`config.mk`:
```
export PLATFORM = sky130hd
export DESIGN_NAME = svc_uart_tx_arb
export DESIGN_NICKNAME = d
export VERILOG_FILES = /design/src/rtl/svc_uart_tx_arb_pkg.sv /design/src/rtl/svc_rr_pick.sv /design/src/rtl/svc_uart_tx_arb.sv
export SDC_FILE = /design/constraint.sdc
export NUM_CORES = 1
export LEC_CHECK = 0
export CORE_MARGIN = 2
export CORE_UTILIZATION = 27
export CTS_CLUSTER_SIZE = 30
export DETAILED_ROUTE_END_ITERATION = 10
export PLACE_DENSITY_LB_ADDON = 0.3
export SLEW_MARGIN = 20
export SYNTH_ARGS = -nofsm -noshare
export SYNTH_HDL_FRONTEND = slang
export SYNTH_HIERARCHICAL = 1
export SYNTH_SLANG_ARGS = --single-unit
```
`constraint.sdc`:
```
create_clock -name clk -period 1.8 [get_ports clk]
set_clock_uncertainty 0.2 [all_clocks]
set_input_delay 0.36 -clock clk [delete_from_list [all_inputs] [get_ports clk]]
set_output_delay 0.36 -clock clk [all_outputs]
set_load 0.02 [all_outputs]
```
`src/rtl/svc_uart_tx_arb_pkg.sv`:
```
// Shared types for the UART TX byte-stream arbiter.
package svc_uart_tx_arb_pkg;

  typedef enum logic {
    IDLE   = 1'b0,
    LOCKED = 1'b1
  } state_t;

  typedef struct packed {
    logic       valid;
    logic       last;
    logic [7:0] data;
  } tx_byte_t;

  function automatic int idx_w(input int n);
    return (n > 2) ? $clog2(n) : 1;
  endfunction

endpackage

```
`src/rtl/svc_rr_pick.sv`:
```
// Combinational circular first-set finder: first req bit at or after ptr, wrapping.
module svc_rr_pick #(
  parameter int N  = 2,
  parameter int IW = 1
) (
  input  logic [N-1:0]  req,
  input  logic [IW-1:0] ptr,
  output logic [IW-1:0] grant,
  output logic          valid
);

  // Scan farthest-first so the candidate nearest ptr is written last and wins.
  always_comb begin
    grant = '0;
    valid = 1'b0;
    for (int k = N - 1; k >= 0; k--) begin
      int j;
      j = int'(ptr) + k;
      if (j >= N) j = j - N;
      if (req[j[IW-1:0]]) begin
        grant = j[IW-1:0];
        valid = 1'b1;
      end
    end
  end

endmodule

```
`src/rtl/svc_uart_tx_arb.sv`:
```
// Message-granular round-robin arbiter in front of a single UART TX byte stream.
// Optional idle-owner timeout: define SVC_UART_TX_ARB_TIMEOUT_EN.
module svc_uart_tx_arb
  import svc_uart_tx_arb_pkg::*;
#(
  parameter  int NUM_REQ = 2,
  parameter  int TIMEOUT = 1024,
  localparam int IW      = idx_w(NUM_REQ)
) (
  input  logic                 clk,
  input  logic                 rst_n,
  input  logic [NUM_REQ-1:0]   s_valid,
  input  logic [NUM_REQ*8-1:0] s_data,
  input  logic [NUM_REQ-1:0]   s_last,
  output logic [NUM_REQ-1:0]   s_ready,
  output logic                 m_valid,
  output logic [7:0]           m_data,
  input  logic                 m_ready,
  output logic [IW-1:0]        grant_idx,
  output logic                 busy
);

  state_t                    state, state_nxt;
  logic [IW-1:0]             grant_nxt, rr_ptr, rr_nxt, pick_idx, g_inc;
  logic                      pick_vld, xfer_last, to_hit;
  logic [NUM_REQ-1:0][7:0]   data_arr;
  tx_byte_t                  own;

  assign data_arr  = s_data;
  assign own       = '{valid: s_valid[grant_idx], last: s_last[grant_idx],
                       data: data_arr[grant_idx]};
  assign g_inc     = (grant_idx == IW'(NUM_REQ - 1)) ? '0 : grant_idx + IW'(1);
  assign xfer_last = (state == LOCKED) && own.valid && m_ready && own.last;

  svc_rr_pick #(.N(NUM_REQ), .IW(IW)) u_pick (
    .req   (s_valid),
    .ptr   (rr_ptr),
    .grant (pick_idx),
    .valid (pick_vld)
  );

`ifdef SVC_UART_TX_ARB_TIMEOUT_EN
  localparam int TW = $clog2(TIMEOUT + 1);
  logic [TW-1:0] to_cnt, to_cnt_nxt;

  always_ff @(posedge clk or negedge rst_n) begin
    if (!rst_n) to_cnt <= '0;
    else        to_cnt <= to_cnt_nxt;
  end

  // Counts consecutive stalled LOCKED cycles; any owner valid clears it.
  always_comb begin
    to_cnt_nxt = '0;
    to_hit     = 1'b0;
    if (state == LOCKED && !own.valid) begin
      if (to_cnt == TW'(TIMEOUT - 1)) to_hit     = 1'b1;
      else                            to_cnt_nxt = to_cnt + TW'(1);
    end
  end
`else
  // Without the counter TIMEOUT has no effect; this is constant 0 for any legal value.
  assign to_hit = (TIMEOUT < 0);
`endif

  always_ff @(posedge clk or negedge rst_n) begin
    if (!rst_n) begin
      state     <= IDLE;
      grant_idx <= '0;
      rr_ptr    <= '0;
      busy      <= 1'b0;
    end else begin
      state     <= state_nxt;
      grant_idx <= grant_nxt;
      rr_ptr    <= rr_nxt;
      busy      <= (state_nxt == LOCKED);
    end
  end

  always_comb begin
    state_nxt = state;
    grant_nxt = grant_idx;
    rr_nxt    = rr_ptr;
    case (state)
      IDLE: begin
        if (pick_vld) begin
          grant_nxt = pick_idx;
          state_nxt = LOCKED;
        end
      end
      LOCKED: begin
        if (xfer_last || to_hit) begin
          state_nxt = IDLE;
          rr_nxt    = g_inc;
        end
      end
      default: state_nxt = IDLE;
    endcase
  end

  // Owner passes through combinationally; everyone else sees ready low.
  always_comb begin
    m_valid = 1'b0;
    m_data  = '0;
    s_ready = '0;
    if (state == LOCKED) begin
      m_valid            = own.valid;
      m_data             = own.data;
      s_ready[grant_idx] = m_ready;
    end
  end

endmodule

```
* Word level (Yosys, flattened, before mapping)
Index checks and enable logic that the tools add are counted.
Cells by class: add/sub/neg operators 4, order comparisons 6, muxes and demuxes 25, bitwise operators 2, reductions and logical operators 6
Operators by type and width (number):
- 8-bit two-way mux | 3
- 1-bit two-way mux | 19
- 1-bit by 2-bit < comparator with 1-bit output, second input constant | 3
- 1-bit logical AND | 4
- 2-bit AND reduction | 2
- 1-bit by 1-bit adder with 2-bit output, second input constant | 1
- 2-bit AND | 1
- 1-bit by 2-bit greater-or-equal comparator with 1-bit output, second input constant | 1
- 2-bit greater-or-equal comparator, second input constant | 1
- 2-bit two-way mux | 1
- 1-bit case mux with 2 select lines | 1
- 1-bit subtractor, second input constant | 2
- 1-bit adder, second input constant | 1
- 1-bit demux with 1-bit select | 1
- 1-bit greater-or-equal comparator, second input constant | 1
- 1-bit NOT | 1
Word-level totals: register bits 3, output and inout port bits 13, word-level logic and storage cells 46

* Longest topological paths before layout
depth after elaboration 9, mapped depth 4

* Cells and area by module
The synthesis kept the hierarchy.
By module, submodules not included:
- svc_uart_tx_arb | times used 1, cells an instance 34, area each 336.6 um^2, sequential area each 75.1 um^2
- svc_rr_pick | times used 1, cells an instance 3, area each 17.5 um^2, sequential area each 0.0 um^2

* Worst setup path before layout
No wires, ideal clock.
kind register to output, start register grant_idx, end output port m_data[0], data arrival time 1.204 ns, data required time 1.240 ns, slack 0.036 ns, stages on the path, launching flop included 5, buffers on the path 2, cells stage by stage dfrtp_1 > buf_6 > buf_4 > mux2i_1 > nor2b_1
On the way: word-level cells in the longest chain between the ends 3
RTL lines:
- from (decl) | line svc_uart_tx_arb.sv:19 | output logic [IW-1:0] grant_idx,
- from (signal assigned) | line svc_uart_tx_arb.sv:73 | grant_idx <= grant_nxt;
- 8-bit two-way mux (not written as such) (2 in a row) | line svc_uart_tx_arb.sv:31 | data: data_arr[grant_idx]};
- 8-bit two-way mux | line svc_uart_tx_arb.sv:105 | if (state == LOCKED) begin
- to (decl) | line svc_uart_tx_arb.sv:17 | output logic [7:0] m_data,
Every way passes these cells. The select of a mux whose other input is x is not followed.

* Worst setup path after layout
start register grant_idx, end output port m_data[4]
Same word-level chain as after synthesis.

==> flow_summary.ini <==
[critical_path]
cp.buffers_inverters = 2
cp_slowest_cell = dfrtp_1
worstSetupPathType = reg -> out
crit_chain = buf_4 > mux2i_1 > nor2b_1 > buf_4
startpoint = grant_idx
r2r_slack_ns = 0.38
cp.required_ns = 1.24
startpoint_type = register
max_stage_delay_ns = 0.39
ff2ff_path_depth = 4
r2r-start = grant_idx
crit_family = flip-flops
arrival_ns = 1.22
path_max_fanout = 7
r2r-end = rr_ptr
crit_top_cell = buf_4
worstSetupEndpointType = output pin

[routing]
routedWlPerCell_um = 10.8
vias = 401
ant_nets = 0
routed_wl_mm = 1.00
drc = 0
drtIter0Drc = 0
avgViaCountPerCell = 4.31
drt_first_pass_iters = 1

[floorplanning]
core_mm2 = 0.00127
rows = 13
die_w_um = 40.2
initial_core_util_pct = 27.9
die_h_um = 40.2
dieArea_mm2 = 0.00162
ios = 36

[cells_and_area]
layout-drive-gt1-share_pct = 30.8
final_common_cell = clkdlybuf4s50_1
num_antenna_cells = 0
nets = 102
fin_area_um2 = 729
fillCellCount = 120
multi_input_area_um2 = 253
final_cell_mix = clkdlybuf4s50_1 (20), mux2i_1 (9), nor2b_1 (9), buf_2 (9), buf_4 (5)
syn2layout_area_growth_pct = 106
register_area_um2 = 76.3
final_cells = 93

[sta]
slew_headroom_pct = 83.9
worstMarginPinSlew_ns = 0.241
setup_viol = 0
final_hold_viol_count = 0
rsz0062_at_grt = true
layout_worst_path_cycle_share_pct = 99.1
min_period_ns = 1.78
fmax_mhz = 561
whs_ns = 0.105
finalMaxSlewViolations = 0

[pwr]
p_leak_nw = 0.367
power_w = 0.000878
power.density_mw_per_mm2 = 1200
ir_drop_mv = 0.669

[synthesis]
synthesis.area_um2 = 354
ys.warnings.count = 6
yosysUniqueCellTypes = 17
syn_inst = 37
syn_area_per_cell_um2 = 9.57
ys_ff_latch = 3
seq_area_frac_synth_pct = 21.2
synth.net_count = 60

[global_route]
grt_usage_pct = 14.0
use_met2_pct = 23.4
grt_max_degree = 16
grt_pass1_wl_mm = 1.43
gr-usage-met1_pct = 13.6
antenna_found_initial = 0
busiest_layer = met2
overflow = 0
grt_use_met3_pct = 4.44
first_global_vias = 360

[run]
maxCapViolations = 0

[placement]
port_buffers = 35
dp_hpwl_um = 764
gp_congestion = 0.696
post_dp_cell_area_um2 = 731
placedCellCount = 88

[clock_network]
htreeDepth = 1
clk_latency_ns = 0.23
cts_tree = done
clkTransAtPathRegs_ns = 0.04
cts_made_buffers = 3
cts_root_buf = clkbuf_4
cts_hold_buf = 0
clock_sinks = 3
clock_path_buffers = 2

[status]
status = finished clean

[min_path]
hp-class = in -> async
==> per-layer routing <==
layer	wire length (um)	share of wire, %
met1	364	36
met2	541	54
met3	98	9.8
met4	0	0
met5	0	0
==> report_power, final <==
part	leakage, nW	internal, W	total, W	switching, W
sequential	0.0321	0.0000959	0.000132	0.0000365
clock	0.0150	0.0000832	0.000120	0.0000368
combinational	0.320	0.000318	0.000625	0.000307
total	0.367	0.000497	0.000878	0.000380
==> cells in the mapped netlist <==
library cell / number / area share (%)
o21a_1: 1 / 2.1
mux2_4: 1 / 4.2
buf_6: 1 / 3.2
mux2_2: 1 / 3.2
inv_1: 2 / 2.1
buf_4: 1 / 2.1
nand2_1: 1 / 1.1
and3_1: 1 / 1.8
a21boi_1: 1 / 2.1
or2_1: 1 / 1.8
dfrtp_1: 3 / 21
nor2b_1: 9 / 16
mux2i_1: 10 / 28
and2b_1: 1 / 2.1
nand4b_4: 1 / 6.7
nor2_1: 1 / 1.1
clkbuf_1: 1 / 1.1
==> worst max-delay path by stage <==
stage               cells past startpoint        end  slack [ns]
finish                                  4  m_data[4]        0.02
global route                            4  m_data[7]       -0.05
detailed placement                      4    m_valid       -0.50
global placement                        4    m_valid       -0.48
floorplan                               4  m_data[0]        0.04
CTS                                     4    m_valid       -0.08
==> kinds of logic after synthesis <==
logic type	count (synthesis)	share of synthesized area (%)
simple gates	15	30.4
mux	12	35.7
buf+inv	5	8.48
flops	3	21.2
compound gates	2	4.24
==> state kept, by name, summed over array words and instances (netlist names) <==
name and count:
grant_idx 1, rr_ptr 1, state 1
==> final cells by class <==
| type | count | share of cell area, % |
|---|---|---|
| clock buffer | 4 | 3.60 |
| inverter | 2 | 1.03 |
| multi-input combinational | 29 | 34.6 |
| sequential | 3 | 10.5 |
| tap | 15 | 2.57 |
| timing repair buffer | 40 | 47.7 |
==> repair_timing <==
item,CTS,global route
setup endpoints to repair,13,8
resized for setup,48,6
hold endpoints to repair,0,0
buffers inserted,1,0
==> metrics by stage <==
step           setup WS [ns]  TNS (ns)  util [%]
3_3_place_gp          -0.480     -4.09      57.6
6_report              0.0167         0      57.5
3_5_place_dp          -0.499     -4.25      57.6
5_1_grt              -0.0479    -0.273      57.5
2_1_floorplan         0.0357         0         -
4_1_cts              -0.0792   -0.0857      56.1
Power figures use the tool's default switching activity.
==> RTL edit 1 (config.mk and constraints unchanged) <==
`NUM_REQ`: 2 -> 4.
--- a/src/rtl/svc_uart_tx_arb.sv
+++ b/src/rtl/svc_uart_tx_arb.sv
@@ -3,7 +3,7 @@
 module svc_uart_tx_arb
   import svc_uart_tx_arb_pkg::*;
 #(
-  parameter  int NUM_REQ = 2,
+  parameter  int NUM_REQ = 4,
   parameter  int TIMEOUT = 1024,
   localparam int IW      = idx_w(NUM_REQ)
 ) (
Ports: changed (5 resized); port bits go from 36 to 59. No check against the original RTL was run, so the function may have changed too.
==> RTL edit 1 against the unedited design <==
The flow now finishes with violations (setup timing); sequential cell count increased by 2; sequential power increased by 76%; count of clock-buffer cells in the layout unchanged; routed wire length increased by 150%; worst setup slack got worse by 350 ps; area after synthesis increased by 90%; sequential share of layout area decreased by 2.2 points; total power increased by 140%; via count increased by 110%; non-clock buffer count increased by 39; design area increased by 110%; critical path type unchanged.
==> RTL edit 1: results (changes against the unedited design) <==
Placement Cell Area - 1455 µm² (+99%)
nets - 192 (+88%)
NetSw - 805.3 µW (+110%)
Mapped Nets - 111 (+85%)
Synth area leaders - mux4_2 (30%), dfrtp_1 (19%), and2_1 (8.3%), ha_1 (7.4%), mux2i_1 (4.5%)
Overall Global Routing Usage - 16.52% (+2.6 points)
sequential area share after synthesis - 18.55% (-2.6 points)
synth warn - 6 (unchanged)
post-synthesis cell type count - 23 (+6)
post-DP HPWL - 1.985 mm (+160%)
failing checks - setup timing
Worst VDD drop - 0.0007649 V (+14%)
xor and xnor fraction of the mapped netlist area - 0% (unchanged)
Final setup viols - 15 (+15)
Post-Synth Adder-Cell Area - 7.421% (+7.4 points)
cts repair resizes - 92 (+92%)
Setup Buffers After CTS - 2 (+1)
sw frac - 38.71% (-4.6 points)
GR Util met3 - 5.000% (+0.56 points)
Via-to-Cell Ratio - 4.874 (+13%)
Placement Setup Slack - -718.4 ps (-219.9 ps)
comb pwr - 1.70 mW (+170%)
gpl congestion - 0.8029 (+15%)
total negative setup slack - -3418 ps (-3418 ps)
static leakage - 0.6654 nW (+81%)
worst r2r src - grant_idx[0]
Worst-path clk slew - 50 ps
Final WS setup - -330.5 ps (-347.2 ps)
first-pass GRT wire length - 3.443 mm (+140%)
DRT iter0 DRCs - 15 (+15)
Fill cells - 189 (+57%)
vias in the first global route - 836 (+130%)
Global Route met2 Usage - 32.11% (+8.7 points)
Synth top cells by count - and2_1 (9), mux4_2 (9), dfrtp_1 (5), nand2_1 (5), nor2_1 (5)
Worst-Margin Slew - 315.1 ps (+74.13 ps)
final wirelength - 2.467 mm (+150%)
maximum number of pins on one net before global-route repair - 9 (-7)
maximum root-to-sink buffer count - 2 (unchanged)
post-synthesis mux area share - 38.96% (+3.3 points)
vias after detailed routing - 848 (+110%)
status - finished, violations left
GR Util met1 - 15.40% (+1.8 points)
Gate Count Post-Synth - 64 (+73%)
H-tree Lvls - 1 (unchanged)
Clock Latency Late Sink - 260 ps (+30 ps)
Crit Path Max Fanout - 8 (+1)
area fraction in compound gates after synthesis - 7.607% (+3.4 points)
layout cells sized above 1 - 47.22% (+16 points)
top flop regs - grant_idx x2, rr_ptr x2, state x1
Worst Setup Path Type - reg2out
PortBufs - 58 (+66%)
DRT Pass-1 Iters - 4 (+3)
CP Data Arrival Time - 1570 ps (+350 ps)
Seq pwr share - 11.1% (-4.0 points)
-- RTL edit 1: worst paths after layout --
kind	end	slack, ps	cells after the start
min reg2reg	rr_ptr[0]	440	1
min in group clk	state	410	5
max	m_data[2]	-330	4
max reg2reg	rr_ptr[1]	-60	5
min	rr_ptr[0]	120	1
max in group asynchronous	grant_idx[0]	1060	1
-- RTL edit 1: worst max-delay path: stages (launching register included) --
cell	delay, ps
dfrtp_2	400
buf_12	140
mux4_2	500
and2_4	150
buf_6	120
-- RTL edit 1: cell type report --
class                      instances  area, µm²  share of cell area (%)
clock buffer                       4      26.28                   1.692
tap                               30      37.54                   2.417
timing repair buffer              79      769.5                   49.56
sequential                         5      127.6                   8.219
inverter                           2      10.01                  0.6446
multi-input combinational         54      581.8                   37.47
-- RTL edit 1: layer usage --
layer / wire length (µm) / part of all wire (%)
met1: 799 / 32
met2: 1261 / 51
met3: 358 / 15
met4: 48 / 1.9
met5: 0 / 0
==> RTL edit 2 (same settings) <==
Without the edit above. Build with the macro `SVC_UART_TX_ARB_TIMEOUT_EN` defined.
--- a/src/rtl/svc_uart_tx_arb.sv
+++ b/src/rtl/svc_uart_tx_arb.sv
@@ -1,5 +1,7 @@
 // Message-granular round-robin arbiter in front of a single UART TX byte stream.
 // Optional idle-owner timeout: define SVC_UART_TX_ARB_TIMEOUT_EN.
+`define SVC_UART_TX_ARB_TIMEOUT_EN
+
 module svc_uart_tx_arb
   import svc_uart_tx_arb_pkg::*;
 #(
Formal check against the unedited RTL: no difference found for any inputs over 10 cycles, from zero or initial values and one cycle with rst_n low; that may be too few to reach the edited logic, so the function may still have changed.
==> RTL edit 2 against the unedited design <==
Design area is 100% higher; the flow now finishes with violations (setup timing); routed wire length up 120%; via count is 110% higher; total power increased by 110%; worst setup slack got worse by 170 ps; highest routed layer is now met4; synthesized cell count grew 150%; sequential cell count up 11; area after synthesis is 150% higher.
==> RTL edit 2: results (changes against the unedited design) <==
gpl congestion - 0.7439 (+6.9%)
Worst-path clk slew - 90 ps (+50 ps)
vias after detailed routing - 860 (+110%)
capture point of the worst path - m_valid
post-synthesis area per instance - 9.561 µm² (about the same)
Clock Latency Late Sink - 280 ps (+50 ps)
slowest CP cell - dfrtp_2
first-pass GRT wire length - 3.588 mm (+150%)
Fill cells - 317 (+160%)
nets - 174 (+71%)
DRT iter0 DRCs - 6 (+6)
Mapped Nets - 116 (+93%)
post-DP HPWL - 1.688 mm (+120%)
final hold slack - 174.6 ps (+69.84 ps)
Synth area leaders - dfrtp_1 (40%), mux2i_1 (9.1%), xnor2_1 (6.0%), nor2_2 (5.7%), nor2_1 (5.1%)
Worst VDD drop - 0.0005447 V (-19%)
Placement Setup Slack - -509.1 ps (-10.54 ps)
DRT Pass-1 Iters - 2 (+1)
total negative setup slack - -939.9 ps (-939.9 ps)
sequential area share after synthesis - 39.83% (+19 points)
NetSw - 731.2 µW (+92%)
reg2reg setup slack - -40 ps (-420 ps)
static leakage - 0.6592 nW (+80%)
CP Data Arrival Time - 1390 ps (+170 ps)
maximum root-to-sink buffer count - 2 (unchanged)
FFs w/ async S/R, synth - 100.0% (unchanged)
Placement Cell Area - 1381 µm² (+89%)
R2R depth - 6 (+2)
maximum number of pins on one net before global-route repair - 15 (-1)
Overall Global Routing Usage - 12.80% (-1.2 points)
r2r endpoint - to_cnt[4]
Worst path max stage delay - 440 ps (+50 ps)
Synth top cells by count - dfrtp_1 (14), nor2_1 (12), mux2i_1 (8), nor2_2 (8)
post-synthesis cell type count - 30 (+13)
Final WS setup - -153.5 ps (-170.3 ps)
Crit path max-delay family - flip-flops
vias in the first global route - 881 (+140%)
slew margin rel. - 77.91% (-6.0 points)
dpl cells - 184 (+110%)
final wirelength - 2.191 mm (+120%)
Crit Path Max Fanout - 3 (-4)
status - finished, violations left
Final setup viols - 15 (+15)
Worst Hold Class - in2async
layout cells sized above 1 - 38.26% (+7.5 points)
failing checks - setup timing
WL per Instance - 11.35 µm (+5.2%)
RTL edit 2: changes by cell type after synthesis, sizes merged, moves of 3 or more:
| cell | delta |
|---|---|
| nor2b | -7 |
| nor3 | +4 |
| nor2 | +19 |
| nand3 | +5 |
| inv | +5 |
| dfrtp | +11 |
| nand2 | +3 |
| xnor2 | +6 |
RTL edit 2: cell families after synthesis:
| group | synth area share (%) |
|---|---|
| AND/OR/NAND/NOR | 26.74 |
| flip-flops | 39.83 |
| multiplexers | 12.09 |
| buffers and inverters | 4.835 |
| XOR/XNOR | 7.966 |
| AO/OA/AOI/OAI | 7.111 |
| adder cells (fa/ha/maj) | 1.422 |
RTL edit 2: worst register-to-register path: stages (launching register included):
cell and delay (ps):
dfrtp_2 440, buf_6 120, mux2_4 290, buf_4 160, or2_4 230, a21o_4 250
nor2_2 90
RTL edit 2: what timing repair did:
action,in CTS,in global routing
resized for setup,56,20
setup endpoints to repair,15,22
setup buffers,2,3
pin swaps,5,9
RTL edit 2: power groups by stage:
stage | combinational, mW | sequential, mW | clock [mW]
2_1_floorplan | 0.571 | 0.453 | 0
3_3_place_gp | 1.09 | 0.434 | 0
3_5_place_dp | 1.10 | 0.432 | 0
4_1_cts | 1.08 | 0.428 | 0.235
5_1_grt | 1.29 | 0.442 | 0.247
6_report | 1.19 | 0.429 | 0.227
RTL edit 2: per-layer routing:
layer / global-route usage (%) / part of all wire, %
met5: 0 / 0
met4: 4.658 / 2.0
met3: 3.151 / 8.4
met2: 24.77 / 51
met1: 13.10 / 38
RTL edit 2: cell type report:
class / count / area [µm²] / area share, %
clock buffers: 4 / 36.28 / 2.447
inverters: 7 / 26.28 / 1.772
flip-flops and latches: 14 / 351.6 / 23.71
repair buffers: 55 / 480.5 / 32.41
multi-input cells: 69 / 533.0 / 35.95
well taps: 44 / 55.05 / 3.713
